==> src/rtl/ysyx_25040105_lsu_if.sv <==
// LSU bus bundle: EXU request, write-back result and memory bus.
// slave is the LSU view; master is the EXU/memory side.
interface ysyx_25040105_lsu_if;
  logic        in_valid;
  logic        in_ready;
  logic [7:0]  in_op;
  logic [31:0] in_addr;
  logic [31:0] in_wdata;
  logic        out_valid;
  logic        out_ready;
  logic [31:0] out_rdata;
  logic        out_err;
  logic        mem_req_valid;
  logic        mem_req_ready;
  logic        mem_req_wen;
  logic [31:0] mem_req_addr;
  logic [31:0] mem_req_wdata;
  logic [3:0]  mem_req_wmask;
  logic        mem_resp_valid;
  logic [31:0] mem_resp_rdata;
  logic        mem_resp_err;

  modport slave (
    input  in_valid, in_op, in_addr, in_wdata,
    output in_ready,
    output out_valid, out_rdata, out_err,
    input  out_ready,
    output mem_req_valid, mem_req_wen,
    output mem_req_addr, mem_req_wdata,
    output mem_req_wmask,
    input  mem_req_ready,
    input  mem_resp_valid, mem_resp_rdata,
    input  mem_resp_err
  );

  modport master (
    output in_valid, in_op, in_addr, in_wdata,
    input  in_ready,
    input  out_valid, out_rdata, out_err,
    output out_ready,
    input  mem_req_valid, mem_req_wen,
    input  mem_req_addr, mem_req_wdata,
    input  mem_req_wmask,
    output mem_req_ready,
    output mem_resp_valid, mem_resp_rdata,
    output mem_resp_err
  );
endinterface

==> src/rtl/ysyx_25040105_lsu.sv <==
// Load/store unit: one multi-cycle access per EXU request
// over a valid/ready memory bus, extended result to WB.
module ysyx_25040105_lsu #(
  parameter int TIMEOUT_CYC = 255
) (
  input  logic clk,
  input  logic rst_n,
  ysyx_25040105_lsu_if.slave bus
);
  localparam logic [7:0] OP_LB  = 8'h1D;
  localparam logic [7:0] OP_LH  = 8'h1E;
  localparam logic [7:0] OP_LW  = 8'h1F;
  localparam logic [7:0] OP_LBU = 8'h20;
  localparam logic [7:0] OP_LHU = 8'h21;
  localparam logic [7:0] OP_SB  = 8'h22;
  localparam logic [7:0] OP_SH  = 8'h23;
  localparam logic [7:0] OP_SW  = 8'h24;
  localparam logic       TO_EN  = (TIMEOUT_CYC != 0);
  localparam logic [7:0] TO_M1  = 8'(TIMEOUT_CYC - 1);

  typedef enum logic [1:0] {
    IDLE, REQ, WAIT, DONE
  } state_t;

  state_t      state_q, state_d;
  logic [7:0]  op_q, op_d;
  logic [31:0] addr_q, addr_d;
  logic [31:0] wdata_q, wdata_d;
  logic [31:0] rdata_q, rdata_d;
  logic        err_q, err_d;
  logic [7:0]  timer_q, timer_d;

  logic        in_ls, in_mis;
  logic [1:0]  o;
  logic [7:0]  byte_v;
  logic [15:0] half_v;
  logic [31:0] ld_val;
  logic [31:0] st_data;
  logic [3:0]  st_mask;
  logic        is_st;

  always_comb begin
    in_ls  = (bus.in_op >= OP_LB) &&
             (bus.in_op <= OP_SW);
    in_mis = ((bus.in_op == OP_LH) ||
              (bus.in_op == OP_LHU) ||
              (bus.in_op == OP_SH)) &&
             bus.in_addr[0];
    if (((bus.in_op == OP_LW) ||
         (bus.in_op == OP_SW)) &&
        (bus.in_addr[1:0] != 2'b00))
      in_mis = 1'b1;
  end

  assign o = addr_q[1:0];

  always_comb begin
    is_st   = 1'b1;
    st_mask = 4'b0000;
    st_data = 32'h0;
    unique case (1'b1)
      (op_q == OP_SB): begin
        st_mask = 4'b0001 << o;
        st_data = {24'h0, wdata_q[7:0]} << {o, 3'b000};
      end
      (op_q == OP_SH): begin
        st_mask = o[1] ? 4'b1100 : 4'b0011;
        st_data = o[1] ? {wdata_q[15:0], 16'h0}
                       : {16'h0, wdata_q[15:0]};
      end
      (op_q == OP_SW): begin
        st_mask = 4'b1111;
        st_data = wdata_q;
      end
      default: is_st = 1'b0;
    endcase
  end

  always_comb begin
    case (o)
      2'd0:    byte_v = bus.mem_resp_rdata[7:0];
      2'd1:    byte_v = bus.mem_resp_rdata[15:8];
      2'd2:    byte_v = bus.mem_resp_rdata[23:16];
      default: byte_v = bus.mem_resp_rdata[31:24];
    endcase
    half_v = o[1] ? bus.mem_resp_rdata[31:16]
                  : bus.mem_resp_rdata[15:0];
    ld_val = 32'h0;
    unique case (1'b1)
      (op_q == OP_LB):
        ld_val = {{24{byte_v[7]}}, byte_v};
      (op_q == OP_LBU):
        ld_val = {24'h0, byte_v};
      (op_q == OP_LH):
        ld_val = {{16{half_v[15]}}, half_v};
      (op_q == OP_LHU):
        ld_val = {16'h0, half_v};
      (op_q == OP_LW):
        ld_val = bus.mem_resp_rdata;
      default: ld_val = 32'h0;
    endcase
  end

  always_comb begin
    state_d = state_q;
    op_d    = op_q;
    addr_d  = addr_q;
    wdata_d = wdata_q;
    rdata_d = rdata_q;
    err_d   = err_q;
    timer_d = timer_q;
    case (state_q)
      IDLE: if (bus.in_valid) begin
        op_d    = bus.in_op;
        addr_d  = bus.in_addr;
        wdata_d = bus.in_wdata;
        rdata_d = 32'h0;
        err_d   = 1'b0;
        if (!in_ls) begin
          state_d = DONE;
        end else if (in_mis) begin
          err_d   = 1'b1;
          state_d = DONE;
        end else begin
          state_d = REQ;
        end
      end
      REQ: if (bus.mem_req_ready) begin
        state_d = WAIT;
        timer_d = 8'h0;
      end
      WAIT: begin
        timer_d = timer_q + 8'h1;
        if (bus.mem_resp_valid) begin
          state_d = DONE;
          err_d   = bus.mem_resp_err;
          rdata_d = bus.mem_resp_err ? 32'h0 : ld_val;
        end else if (TO_EN && (timer_q == TO_M1)) begin
          state_d = DONE;
          err_d   = 1'b1;
          rdata_d = 32'h0;
        end
      end
      default: if (bus.out_ready) begin
        state_d = IDLE;
      end
    endcase
  end

  always_ff @(posedge clk or negedge rst_n) begin
    if (!rst_n) begin
      state_q <= IDLE;
      op_q    <= 8'h0;
      addr_q  <= 32'h0;
      wdata_q <= 32'h0;
      rdata_q <= 32'h0;
      err_q   <= 1'b0;
      timer_q <= 8'h0;
    end else begin
      state_q <= state_d;
      op_q    <= op_d;
      addr_q  <= addr_d;
      wdata_q <= wdata_d;
      rdata_q <= rdata_d;
      err_q   <= err_d;
      timer_q <= timer_d;
    end
  end

  assign bus.in_ready      = (state_q == IDLE);
  assign bus.out_valid     = (state_q == DONE);
  assign bus.out_rdata     = rdata_q;
  assign bus.out_err       = err_q;
  assign bus.mem_req_valid = (state_q == REQ);
  assign bus.mem_req_wen   = is_st;
  assign bus.mem_req_addr  = {addr_q[31:2], 2'b00};
  assign bus.mem_req_wdata = st_data;
  assign bus.mem_req_wmask = st_mask;
endmodule
==> src/flat_wrapper.sv <==
// flat-port wrapper written by rule: the top's interface ports become plain ports
module ysyx_25040105_lsu_flat 
#(
  parameter int TIMEOUT_CYC = 255
)
  (clk, rst_n, bus_in_valid, bus_in_op, bus_in_addr, bus_in_wdata, bus_in_ready, bus_out_valid, bus_out_rdata, bus_out_err, bus_out_ready, bus_mem_req_valid, bus_mem_req_wen, bus_mem_req_addr, bus_mem_req_wdata, bus_mem_req_wmask, bus_mem_req_ready, bus_mem_resp_valid, bus_mem_resp_rdata, bus_mem_resp_err);
  ysyx_25040105_lsu_if bus_i ();
  input  logic clk;
  input  logic rst_n;
  input wire logic [$bits(bus_i.in_valid)-1:0] bus_in_valid;
  input wire logic [$bits(bus_i.in_op)-1:0] bus_in_op;
  input wire logic [$bits(bus_i.in_addr)-1:0] bus_in_addr;
  input wire logic [$bits(bus_i.in_wdata)-1:0] bus_in_wdata;
  output wire logic [$bits(bus_i.in_ready)-1:0] bus_in_ready;
  output wire logic [$bits(bus_i.out_valid)-1:0] bus_out_valid;
  output wire logic [$bits(bus_i.out_rdata)-1:0] bus_out_rdata;
  output wire logic [$bits(bus_i.out_err)-1:0] bus_out_err;
  input wire logic [$bits(bus_i.out_ready)-1:0] bus_out_ready;
  output wire logic [$bits(bus_i.mem_req_valid)-1:0] bus_mem_req_valid;
  output wire logic [$bits(bus_i.mem_req_wen)-1:0] bus_mem_req_wen;
  output wire logic [$bits(bus_i.mem_req_addr)-1:0] bus_mem_req_addr;
  output wire logic [$bits(bus_i.mem_req_wdata)-1:0] bus_mem_req_wdata;
  output wire logic [$bits(bus_i.mem_req_wmask)-1:0] bus_mem_req_wmask;
  input wire logic [$bits(bus_i.mem_req_ready)-1:0] bus_mem_req_ready;
  input wire logic [$bits(bus_i.mem_resp_valid)-1:0] bus_mem_resp_valid;
  input wire logic [$bits(bus_i.mem_resp_rdata)-1:0] bus_mem_resp_rdata;
  input wire logic [$bits(bus_i.mem_resp_err)-1:0] bus_mem_resp_err;
  assign bus_i.in_valid = bus_in_valid;
  assign bus_i.in_op = bus_in_op;
  assign bus_i.in_addr = bus_in_addr;
  assign bus_i.in_wdata = bus_in_wdata;
  assign bus_in_ready = bus_i.in_ready;
  assign bus_out_valid = bus_i.out_valid;
  assign bus_out_rdata = bus_i.out_rdata;
  assign bus_out_err = bus_i.out_err;
  assign bus_i.out_ready = bus_out_ready;
  assign bus_mem_req_valid = bus_i.mem_req_valid;
  assign bus_mem_req_wen = bus_i.mem_req_wen;
  assign bus_mem_req_addr = bus_i.mem_req_addr;
  assign bus_mem_req_wdata = bus_i.mem_req_wdata;
  assign bus_mem_req_wmask = bus_i.mem_req_wmask;
  assign bus_i.mem_req_ready = bus_mem_req_ready;
  assign bus_i.mem_resp_valid = bus_mem_resp_valid;
  assign bus_i.mem_resp_rdata = bus_mem_resp_rdata;
  assign bus_i.mem_resp_err = bus_mem_resp_err;
  ysyx_25040105_lsu #(.TIMEOUT_CYC(TIMEOUT_CYC)) u_core (.clk(clk), .rst_n(rst_n), .bus(bus_i));
endmodule
==> config.mk <==
export PLATFORM = sky130hd
export DESIGN_NAME = ysyx_25040105_lsu_flat
export DESIGN_NICKNAME = d
export VERILOG_FILES = /design/src/rtl/ysyx_25040105_lsu_if.sv /design/src/rtl/ysyx_25040105_lsu.sv /design/src/flat_wrapper.sv
export SDC_FILE = /design/constraint.sdc
export NUM_CORES = 1
export LEC_CHECK = 0
export ABC_AREA = 1
export ABC_CLOCK_PERIOD_IN_PS = 1900
export BUFFER_PORTS_ARGS = -buffer_cell sky130_fd_sc_hd__buf_2
export CAP_MARGIN = 15
export CELL_PAD_IN_SITES_DETAIL_PLACEMENT = 0
export CELL_PAD_IN_SITES_GLOBAL_PLACEMENT = 1
export CORE_UTILIZATION = 28
export CTS_CLUSTER_DIAMETER = 120
export CTS_CLUSTER_SIZE = 14
export DETAILED_ROUTE_END_ITERATION = 16
export PLACE_DENSITY = 0.64
export RECOVER_POWER = 25
export SLEW_MARGIN = 30
export SYNTH_ARGS = -nofsm -noshare
export SYNTH_HDL_FRONTEND = slang
export SYNTH_SLANG_ARGS = --single-unit
==> constraint.sdc <==
create_clock -name clk -period 1.9 [get_ports clk]
set_input_delay 0.285 -clock clk [delete_from_list [all_inputs] [get_ports clk]]
set_output_delay 0.285 -clock clk [all_outputs]
set_load 0.01 [all_outputs]
### Word-level counts from Yosys, hierarchy flattened

Index checks and enable logic that the tools add are counted.

| word-level totals | value |
|---|---|
| output and inout port bits | 105 |
| word-level logic and storage cells | 81 |
| flip-flop bits (word level) | 115 |
| latch bits | 0 |
| memories kept | 0 |
| bits of input ports | 111 |
| ROM bits | 0 |
| bits in writable memories | 0 |

| operators by class | value |
|---|---|
| $add $sub $neg | 1 |
| equal/unequal tests | 22 |
| bitwise gates (word level) | 0 |
| div/mod/pow operators | 0 |
| shift operators | 2 |
| reduce and logical (&&, ||, !) cells | 17 |
| muxes and demuxes | 30 |
| $lt $le $gt $ge | 2 |
| multiply operators | 0 |

Operators by type and width:

| operator | number |
|---|---|
| 32-bit two-way mux | 5 |
| 32-bit case mux with 5 select lines | 1 |
| 32-bit case mux with 3 select lines | 1 |
| 8-bit by 6-bit equality test with 1-bit output (second input constant) | 8 |
| 32-bit case mux with 2 select lines | 1 |
| 8-bit by 5-bit equality test with 1-bit output (second input constant) | 5 |
| 8-bit by 5-bit << shifter with 32-bit output | 1 |
| 8-bit case mux with 3 select lines | 1 |
| 16-bit two-way mux | 1 |
| 8-bit case mux with 2 select lines | 1 |
| 2-bit two-way mux | 7 |
| 4-bit case mux with 3 select lines | 1 |
| 8-bit by 1-bit adder with 8-bit output (second input constant) | 1 |
| 8-bit equality test (second input constant) | 1 |
| 8-bit by 5-bit greater-or-equal comparator with 1-bit output (second input constant) | 1 |
| 8-bit by 6-bit less-or-equal comparator with 1-bit output (second input constant) | 1 |
| 8-bit two-way mux | 1 |
| 1-bit two-way mux | 7 |
| 2-bit equality test (second input constant) | 3 |
| 2-bit case mux with 3 select lines | 1 |
| 2-bit nonzero test | 3 |
| 2-bit by 1-bit equality test with 1-bit output (second input constant) | 2 |
| 2-bit zero test | 2 |
| 4-bit two-way mux | 1 |
| 12 further kinds | 17 |

### Longest topological paths before layout

| depth | value |
|---|---|
| word-level depth | 9 |
| depth in mapped cells | 13 |
| depth with buffers taken out | 12 |

### Least setup slack after synthesis

Ideal clock, no wire load.

| timing path | value |
|---|---|
| path type | flip-flop to flip-flop |
| start point | reg u_core.state_q[0] |
| end point | reg u_core.rdata_q[24], in the netlist u_core.bus.out_rdata[24] |
| setup time | 0.066 ns |
| slack | 0.181 ns |
| data required time | 1.834 ns |
| stages on the path, launching flop included | 12 |
| path buffers | 1 |
| period minus slack after synthesis | 1.719 ns |
| arrival time | 1.653 ns |
| path through | dfrtp_1 > inv_1 > ha_1 > nand2_1 > o21ai_1 > nand2_2 > inv_2 > nand2_1 > nor2_4 > buf_4 > nand2_1 > nand2_1 |

| between the ends | value |
|---|---|
| word-level cells in the longest chain between the ends | 3 |
| elaborated cells between the ends (all ways) | 7 |
| those cells by class | 3 x eq/ne; 1 x mux; 3 x reduce/logical |

Ends and longest elaborated chain:

| item | RTL line | text |
|---|---|---|
| start, declared | ysyx_25040105_lsu.sv:25 | `state_t state_q, state_d;` |
| start signal, assigned | ysyx_25040105_lsu.sv:160 | `state_q <= state_d;` |
| 2-bit zero test (*) | -- |  |
| via bus_in_ready | flat_wrapper.sv:14 | `output wire logic [$bits(bus_i.in_ready)-1:0] bus_in_ready;` |
| 2-bit inequality test (no line) or 2-bit nonzero test (tied branches) | -- |  |
| 3-bit AND reduction (no line) | -- |  |
| end signal, assigned | ysyx_25040105_lsu.sv:164 | `rdata_q <= rdata_d;` |
| end, declared | ysyx_25040105_lsu.sv:29 | `logic [31:0] rdata_q, rdata_d;` |

Mark *: on every way through the listed nets, which the timed path passes. The rest lies on a longest branch.
A chain may end at the register's enable or synchronous reset.

### Worst setup path after layout

| timing path | value |
|---|---|
| start point | reg u_core.op_q[7] |
| end point | out bus_mem_req_wdata[22] |

| between the ends | value |
|---|---|
| word-level cells in the longest chain between the ends | 2 |
| elaborated cells between the ends (all ways) | 4 |
| those cells by class | 3 x eq/ne; 1 x mux |

Ends and longest elaborated chain:

| item | RTL line | text |
|---|---|---|
| start, declared | ysyx_25040105_lsu.sv:26 | `logic [7:0] op_q, op_d;` |
| start signal, assigned | ysyx_25040105_lsu.sv:161 | `op_q <= op_d;` |
| 8-bit by 6-bit equality test with 1-bit output (on tied branches) | ysyx_25040105_lsu.sv:71, ysyx_25040105_lsu.sv:62, ysyx_25040105_lsu.sv:66 |  |
| 32-bit case mux with 3 select lines (*) | ysyx_25040105_lsu.sv:61 | `unique case (1'b1)` |
| end, declared | flat_wrapper.sv:22 | `output wire logic [$bits(bus_i.mem_req_wdata)-1:0] bus_mem_req_wdata;` |

Mark *: on every way between the ends. The rest lies on a longest branch, timed or not.

==> run summary <==
- finished, violations left — result of the run
- setup timing — failing checks
- 1,115 — final layout net count
- 5,786 — vias
- 1,292 — final cell count without fillers
- 237 — number of violations reported at the end of detailed-routing iteration 0
- 1,244 — post-placement cell count
- 151 µm — width of the die
- 37 — number of distinct library cells after synthesis
- nor2_2 -> nand2_2 -> nor2_4 -> nand2_2 -> nor2_4 -> inv_2 -> o21ai_2 -> inv_4 -> o21ai_1 -> buf_2 — cell-by-cell listing of the critical path
- 0 — total of warnings raised by yosys
- 0.0882 ns — Fin Hold WS
- 151 µm — die extent in y
- 0.00659 ns — clock tree skew after final layout
- 54 — total number of placement rows
- 27.5% — worst relative slew slack
- 13,500 µm — HPWL after detailed placement
- 38.1% — synth-to-layout area growth
- 1.99 ns — arrival time of data at the critical path endpoint
- 36 — number of endpoints failing setup at the final stage
- 440 MHz — max frequency
- 120% — final critical-path share of the clock period
- -11.03 ns — Total Neg Setup Slack
- 216 — top-level I/O count
- 4 — number of search-and-repair iterations in the first detailed-routing pass
- 16.9% — GRT Total Usage
- 8.11 µm² — Post-Synthesis Mean Instance Area
- 0.00863 mm² — post-layout instance area
- 115 — CTS sink count
- 0.38 ns — Largest stage delay, worst path
- 29,200 µm — global-route wire length before repair
- 1 — initial antenna violation count
- 0.00761 mm² — standard cell area after detailed placement
- 0 — overflow left after global routing
- clkbuf_16 — Clk Tree Root Cell
- 4 — total number of H-tree levels
- 41.6% — share of layout cells above drive strength 1
- 116 — pin count of the biggest net entering global routing
- 28.6% — effective utilization at floorplan
- 2.27 ns — final worst path period need
- 0.0218 mm² — Placeable Area
- true — setup repair after global routing missed its margin
- 39.5% — Layout Utilization
- 4.68 nW — leakage power
- 8 — CP max FO
- 0 — DRC violations left
- 0 — final number of max-transition violations
- 46.1% — share of synthesized area occupied by flip-flops and latches
- 2,347 — number of fillers in the final layout
- 11.2 mW — total design power
- 770 — cell count after synthesis
- flip-flop — Worst Setup Start Kind
- dfrtp_1 — standard cell with the maximum stage delay on the critical path
- 0 — max-cap violations
- 0.00625 mm² — netlist area before placement
- 1300 mW/mm² — Power Dens Cells
- 5,626 — via count of the first global-routing pass
- 1.62 ns — Data required, critical path
- 0.0229 mm² — die area
- in2reg — path type of the worst min-delay path
- 2 — number of buffers between clock root and the deepest sink
- output pin — crit end category
- done — clock tree from TritonCTS
- 0.776 — RePlAce Congestion
- 213 — number of port buffers
- 14.8 µm — final routed wire length divided by cell count
- 0 — number of nets still failing antenna checks after routing
- 0.648 mV — worst supply voltage drop on vdd
- 0 — Hold Vio Cnt, Final
- 115 — flip-flop and latch count after synthesis
- 17 — total clock buffers created by CTS
- 0.06 ns — post-CTS clock slew at the launch and capture registers of the worst setup and hold paths
- -0.0453 ns — post-placement worst setup slack
- 19,100 µm — total wirelength of the detailed-routed design
- 0.42 ns — clk_lat worst skew
- -0.373 ns — crit path setup slack, layout
- 1.09 ns — worst slew pin tran
- reg2out — type of the setup path with the least slack
- 4.48 — via-per-instance ratio
-- placed cells by master (no fill, tap or decap), types with 3 or more instances in the layout --
| cell | n |
|---|---|
| o21ai_1 | 9 |
| buf_6 | 15 |
| nand4_1 | 3 |
| o211ai_1 | 3 |
| nand3_1 | 22 |
| o21ai_2 | 10 |
| o21a_1 | 3 |
| nand3_2 | 3 |
| o22ai_2 | 7 |
| nand2_2 | 9 |
| inv_1 | 56 |
| nand2_4 | 3 |
| a21oi_1 | 24 |
| dfrtp_1 | 114 |
| buf_2 | 205 |
| mux2_2 | 46 |
| clkinv_4 | 4 |
| nor2_4 | 7 |
| nand2_1 | 268 |
| buf_4 | 39 |
| o221ai_1 | 6 |
| inv_6 | 5 |
| nor2_2 | 9 |
| nor2_1 | 43 |
| clkinvlp_4 | 3 |
| clkbuf_16 | 19 |
| inv_2 | 15 |
| o21ai_0 | 25 |
-- synth_stat cells (all sizes together) --
master	instances	area share, %
a21oi	26	2.3
a221oi	1	0.14
a22oi	1	0.12
a31oi	1	0.10
buf	47	5.6
clkbuf	11	0.66
conb	1	0.060
dfrtp	115	46
ha	6	1.2
inv	72	4.3
mux2	46	8.3
nand2	280	17
nand3	25	2.1
nand4	3	0.30
nor2	59	4.0
nor3	4	0.50
nor3b	1	0.12
o2111ai	2	0.28
o211ai	3	0.36
o21a	3	0.36
o21ai	45	4.0
o221ai	8	1.1
o22ai	8	0.80
o31ai	1	0.12
xor2	1	0.14
-- final timing paths --
check,from,to,slack [ns],cells after the start
max,u_core.op_q[7]$_DFFE_PN0P_,bus_mem_req_wdata[22],-0.37,10
min,bus_in_addr[15],u_core.addr_q[15]$_DFFE_PN0P_,0.09,2
max reg2reg,u_core.timer_q[0]$_DFFE_PN0P_,u_core.bus.out_rdata[9]$_DFFE_PN0P_,0.06,13
min reg2reg,u_core.bus.out_rdata[13]$_DFFE_PN0P_,u_core.bus.out_rdata[13]$_DFFE_PN0P_,0.47,2
max in group asynchronous,rst_n,u_core.addr_q[1]$_DFFE_PN0P_,0.42,3
min in group asynchronous,rst_n,u_core.addr_q[30]$_DFFE_PN0P_,0.71,3
-- worst max-delay path, delay by kind of cell, from the launching register on --
family          cells  cell delay, ns
buf+inv             3            0.30
flops               1            0.38
compound gates      2            0.30
simple gates        5            0.58
-- cells by family after synthesis --
kind of cell	Yosys count	share of synthesized area, %
multiplexers	46	8.29
flip-flops	115	46.1
XOR/XNOR	1	0.140
buffers and inverters	130	10.6
AND/OR/NAND/NOR	372	24.0
other	1	0.0600
adder cells (fa/ha/maj)	6	1.20
AO/OA/AOI/OAI	99	9.63
-- state kept, by name, summed over array words and instances (netlist names) --
| signal | flops |
|---|---|
| u_core.state_q | 2 |
| u_core.bus.out_rdata | 32 |
| u_core.addr_q | 32 |
| u_core.op_q | 8 |
| u_core.bus.out_err | 1 |
| u_core.wdata_q | 32 |
| u_core.timer_q | 8 |
-- routing by layer --
metal,wire length [µm],vias up,track usage [%]
li1,-,2896,-
met1,8640,2725,21.0
met2,9000,146,27.7
met3,1140,19,4.49
met4,279,0,6.30
met5,0,-,0
-- power by group --
| group | internal (mW) | total, mW | switching (mW) |
|---|---|---|---|
| registers | 3.29 | 3.72 | 0.425 |
| clock network | 1.83 | 3.14 | 1.31 |
| logic | 1.90 | 4.38 | 2.48 |
-- area by class of cell --
type                    instances  area [µm²]  share of cell area (%)
diodes                          1        2.50                  0.0290
clock buffers                  17         425                    4.93
clock inverters                15         148                    1.71
inverters                      72         273                    3.16
multi-input cells             526        2940                    34.1
flip-flops and latches        115        2880                    33.4
well taps                     280         350                    4.06
repair buffers                266        1610                    18.7
-- repair_timing --
action | 4_1_cts | 5_1_grt
buffers inserted | 3 | 8
cloned | 0 | 3
hold buffers | 1 | 0
pin swaps | 7 | 17
endpoints found under the hold margin | 30 | 0
resized for setup | 21 | 55
endpoints found under the setup margin | 37 | 59
No activity file was read; power rests on OpenSTA's default activity.
